**src/rtl/valid_delay_pipe.sv**
```systemverilog
// Fixed-latency valid/data delay line with a run-time selectable tap (cfg_depth).
// Supports stall, flush, and guarded depth reconfiguration; occupancy is registered.
module valid_delay_pipe #(
  parameter int WIDTH         = 32,
  parameter int MAX_DEPTH     = 8,
  parameter int DEFAULT_DEPTH = 5,
  localparam int DW           = $clog2(MAX_DEPTH + 1)
) (
  input  logic             clk,
  input  logic             rst,
  input  logic             in_valid,
  input  logic [WIDTH-1:0] in_data,
  input  logic             stall,
  input  logic             flush,
  input  logic             depth_load,
  input  logic [DW-1:0]    depth_sel,
  output logic             in_ready,
  output logic             out_valid,
  output logic [WIDTH-1:0] out_data,
  output logic [DW-1:0]    depth,
  output logic [DW-1:0]    occupancy,
  output logic             busy,
  output logic             cfg_err
);

  // Handshake: a word is taken into stage 0 on every edge where in_valid=1 and
  // in_ready=1 (in_ready = ~stall); the output side has no ready and never stalls.

  logic [MAX_DEPTH-1:0] vld_q, vld_d;
  logic [WIDTH-1:0]     dat_q [MAX_DEPTH];
  logic [WIDTH-1:0]     dat_d [MAX_DEPTH];
  logic [DW-1:0]        cfg_depth_q, depth_d, sel_clamped;
  logic [DW-1:0]        occ_q, occ_d;
  logic                 cfg_err_q, cfg_err_d;
  logic                 load_ok;

  assign busy      = (occ_q != '0);
  assign in_ready  = ~stall;
  assign depth     = cfg_depth_q;
  assign occupancy = occ_q;
  assign cfg_err   = cfg_err_q;

  always_comb begin
    sel_clamped = depth_sel;
    if (depth_sel == '0)
      sel_clamped = DW'(1);
    else if (depth_sel > DW'(MAX_DEPTH))
      sel_clamped = DW'(MAX_DEPTH);

    // Reconfiguring is only safe when nothing is in flight (or everything is being dropped).
    load_ok   = depth_load && (!busy || flush);
    cfg_err_d = depth_load && busy && !flush;
    depth_d   = load_ok ? sel_clamped : cfg_depth_q;

    vld_d = vld_q;
    dat_d = dat_q;
    if (flush) begin
      vld_d = '0;
    end else if (!stall) begin
      vld_d[0] = in_valid;
      dat_d[0] = in_data;
      for (int i = 1; i < MAX_DEPTH; i++) begin
        vld_d[i] = vld_q[i-1];
        dat_d[i] = dat_q[i-1];
      end
    end

    // Nothing survives past the tap, so occupancy is a plain popcount.
    occ_d = '0;
    for (int i = 0; i < MAX_DEPTH; i++) begin
      if (i >= int'(depth_d))
        vld_d[i] = 1'b0;
      occ_d = occ_d + DW'(vld_d[i]);
    end
  end

  always_comb begin
    out_valid = 1'b0;
    out_data  = '0;
    for (int i = 0; i < MAX_DEPTH; i++) begin
      if (int'(cfg_depth_q) == i + 1) begin
        out_valid = vld_q[i];
        out_data  = dat_q[i];
      end
    end
  end

  always_ff @(posedge clk) begin
    if (rst) begin
      vld_q       <= '0;
      dat_q       <= '{default: '0};
      cfg_depth_q <= DW'(DEFAULT_DEPTH);
      occ_q       <= '0;
      cfg_err_q   <= 1'b0;
    end else begin
      vld_q       <= vld_d;
      dat_q       <= dat_d;
      cfg_depth_q <= depth_d;
      occ_q       <= occ_d;
      cfg_err_q   <= cfg_err_d;
    end
  end

endmodule

```
**config.mk**
```make
export PLATFORM = sky130hd
export DESIGN_NAME = valid_delay_pipe
export DESIGN_NICKNAME = d
export VERILOG_FILES = /design/src/rtl/valid_delay_pipe.sv
export SDC_FILE = /design/constraint.sdc
export NUM_CORES = 1
export LEC_CHECK = 0
export CORE_ASPECT_RATIO = 1.5
export CORE_MARGIN = 1
export CORE_UTILIZATION = 45
export CTS_CLUSTER_DIAMETER = 50
export CTS_CLUSTER_SIZE = 40
export DETAILED_ROUTE_END_ITERATION = 12
export PLACE_DENSITY = 0.66
export SETUP_SLACK_MARGIN = 0.3
export SLEW_MARGIN = 0
export SYNTH_ARGS = -nofsm -noshare
export SYNTH_HDL_FRONTEND = slang
export SYNTH_SLANG_ARGS = --single-unit
```
**constraint.sdc**
```tcl
create_clock -name clk -period 3.85 [get_ports clk]
set_input_delay 0.77 -clock clk [delete_from_list [all_inputs] [get_ports clk]]
set_output_delay 0.77 -clock clk [all_outputs]
set_load 0.02 [all_outputs]
```
==> results_dict.tcl <==
set metrics [dict create \
    synth_edf_count 0 \
    io_buffers 85 \
    cts-root-buf "clkbuf_16" \
    routed_wl_um 32100 \
    routed-via-count 10800 \
    routedWlPerCell_um 16.2 \
    synth-xor-area-share_pct 0.0721 \
    clock_latency_ps 540 \
    grt_pass1_vias 9866 \
    synth-compound-area-share_pct 21.0 \
    synth_seq_cells 273 \
    coreArea_um2 26500 \
    timing.rr.start "occupancy[1]" \
    wl_met1_um 14700 \
    post_synth_inst_count 1600 \
    avgSynthCellArea_um2 7.59 \
    die_h_um 203 \
    yosys.area.top_type_share_pct 45.0 \
    powerDensity_nw_per_um2 430 \
    drc_errors 0 \
    min_path_cells 2 \
    grt_overflow 0 \
    postRouteAntennaNets 0 \
    hold_viol_final 0 \
    crit_start "occupancy[1]" \
    clock_sinks 273 \
    worstSetupEndpoint "occupancy[1]" \
    finalClockSkew_ps 14.2 \
    path_clk_slew_ps 80 \
    initial_core_util_pct 45.9 \
    setup_viol 0 \
    vias_per_cell 5.49 \
    syn_nets 1649 \
    final_common_cell "nand2_1" \
    p_total_mw 6.16 \
    place_hpwl_um 18800 \
    cts_buffers 23 \
    cts_hold_buf 0 \
    endpoint_kind "register" \
    nets 1673 \
    synth_top_family_by_area "simple AND/OR/NAND/NOR gates" \
    leakage_nw 5.12 \
    peakVddDrop_mv 0.341 \
    place_area_um2 13400 \
    cts-htree-levels 1 \
    setup_tns_ps 0 \
    maxSlewHeadroom_pct 26.5 \
    layout-drive-gt1-share_pct 8.66 \
    required_ps 4230 \
    grt_usage_pct 23.3 \
    synth-simple-area-share_pct 21.6 \
    yosys-top-cells-area "dfxtp_1, nand2_1, a21oi_1" \
    insertedDiodeCount 0 \
    layout_min_cycle_time_ps 3760 \
    start_kind "register" \
    min_period_over_period_pct 97.5 \
    design_area_um2 14300 \
    ys.flop_type "dfxtp_1" \
    antenna_found_initial 0 \
    routabilityCongestion 0.841 \
    final_core_utilization_pct 54.2 \
    die_area_um2 27700 \
    synthArstFlopShare_pct 0 \
    synth_area_leader_cell "dfxtp_1" \
    rows 73 \
    r2r-end "occupancy[1]" \
    reg2reg_slack_ps 90 \
    wl_met2_um 15300 \
    yosysWarnings 0 \
    synth_area_um2 12100 \
    critPathKind "reg -> reg" \
    initialDrtViolationCount 942 \
    multi_input_area_um2 6190 \
    rsz0062_at_grt "yes" \
    drv_cap 0 \
    ys_seq_area_share_pct 45.0 \
    cts.path.max_buffers 3 \
    ioPinCount 86 \
    worstPathArrival_ps 4140 \
    muxShareOfSynthArea_pct 6.53 \
    cp_max_fo 5 \
    fill_cells 2563 \
    die_x_um 136 \
    status "finished, final reports clean" \
    regArea_um2 5480 \
    syn_to_final_growth_pct 18.1 \
    wl_met3_um 1450 \
    finalMaxSlewViolations 0 \
    whs_ps 456 \
    reg2regPathDepth 12 \
    fmax_mhz 266 \
    synth_adder_area_share_pct 0.968 \
    layout_common_cells "nand2_1, a21oi_1, dfxtp_1" \
    cts_tree "done" \
    grt_max_degree 154 \
    routed.top_layer "met4" \
    dr.pass1.iters 5 \
    min-delay-path-class "reg -> reg" \
    grt_pass1_wl_um 52300 \
    synth_cell_types 45 \
    worst_pin_slew_ps 1100 \
]
-- routing by layer --
metal | global-route usage (%) | vias to the layer above
met1 | 32.0 | 5074
li1 | - | 5481
met3 | 2.29 | 33
met4 | 6.79 | 0
met2 | 38.5 | 251
met5 | 0 | -
-- cells by family (layout without fill, tap and decap cells) --
| kind of cell | count (synthesis) | after routing |
|---|---|---|
| mux | 77 | 77 |
| simple gates | 658 | 658 |
| flops | 273 | 273 |
| compound gates | 434 | 434 |
| xor+xnor | 1 | 1 |
| buf+inv | 150 | 189 |
| fa+ha+maj | 7 | 7 |
-- through the flow --
stage               instances  worst slack (ps)
global route             1976             -18.8
CTS                      1974              69.5
finish                   1976              94.7
global placement         1928              -567
floorplan                1600               149
detailed placement       1928              -575
-- synth_stat cells (5+ instances only) --
cell type  number
buf_1          12
mux2i_1        71
o21ai_0        26
nor3_1         12
o221ai_1       25
o32ai_1        27
o211ai_1       10
o22a_1          5
a2bb2oi_1      25
a31oi_1         5
nand2_1       570
nor2b_1         9
dfxtp_1       273
nor2_1         40
o22ai_1        12
clkbuf_1      108
buf_2          20
inv_1          10
a21oi_1       292
-- sequential cells by signal (all words and copies together) (netlist names) --
name	flops
dat_q	256
depth	4
occupancy	4
vld_q	8
cfg_err	1
-- area by class of cell --
class | instances | share of cell area, %
Clock buffer | 24 | 4.04
Clock inverter | 16 | 1.53
Inverter | 10 | 0.262
Multi-Input combinational cell | 1177 | 43.1
Sequential cell | 273 | 38.2
Tap cell | 337 | 2.94
Timing Repair Buffer | 139 | 9.90
-- how the worst min path moves through the flow --
stage / to / slack, ps / from
2_1_floorplan: dat_q[10] / 440 / dat_q[10]
3_3_place_gp: dat_q[14] / 440 / dat_q[14]
3_5_place_dp: dat_q[0] / 450 / dat_q[0]
4_1_cts: dat_q[0] / 460 / dat_q[0]
5_1_grt: dat_q[23] / 470 / dat_q[23]
6_report: dat_q[0] / 460 / dat_q[0]
-- power breakdown --
group	leakage [nW]	total (mW)	switching, mW	internal (mW)
clock network	0.383	2.48	1.19	1.29
logic	2.53	0.801	0.496	0.304
registers	2.21	2.88	0.0298	2.85
-- what timing repair did --
item	in CTS	in global routing
buffers inserted	4	2
pin swaps	5	2
setup endpoints to repair	35	18
gates resized for setup	62	32
gates cloned	2	0
-- worst max-delay path, cell delays in order, from the launching register on --
cell,delay (ps)
dfxtp_2,340
nor4_4,260
buf_4,180
nand2_2,60
mux2_4,340
or4_4,530
fa_1,570
inv_1,60
fa_1,490
ha_2,180
inv_2,40
fa_2,510
nor2_1,40
Power figures use the tool's default switching activity.
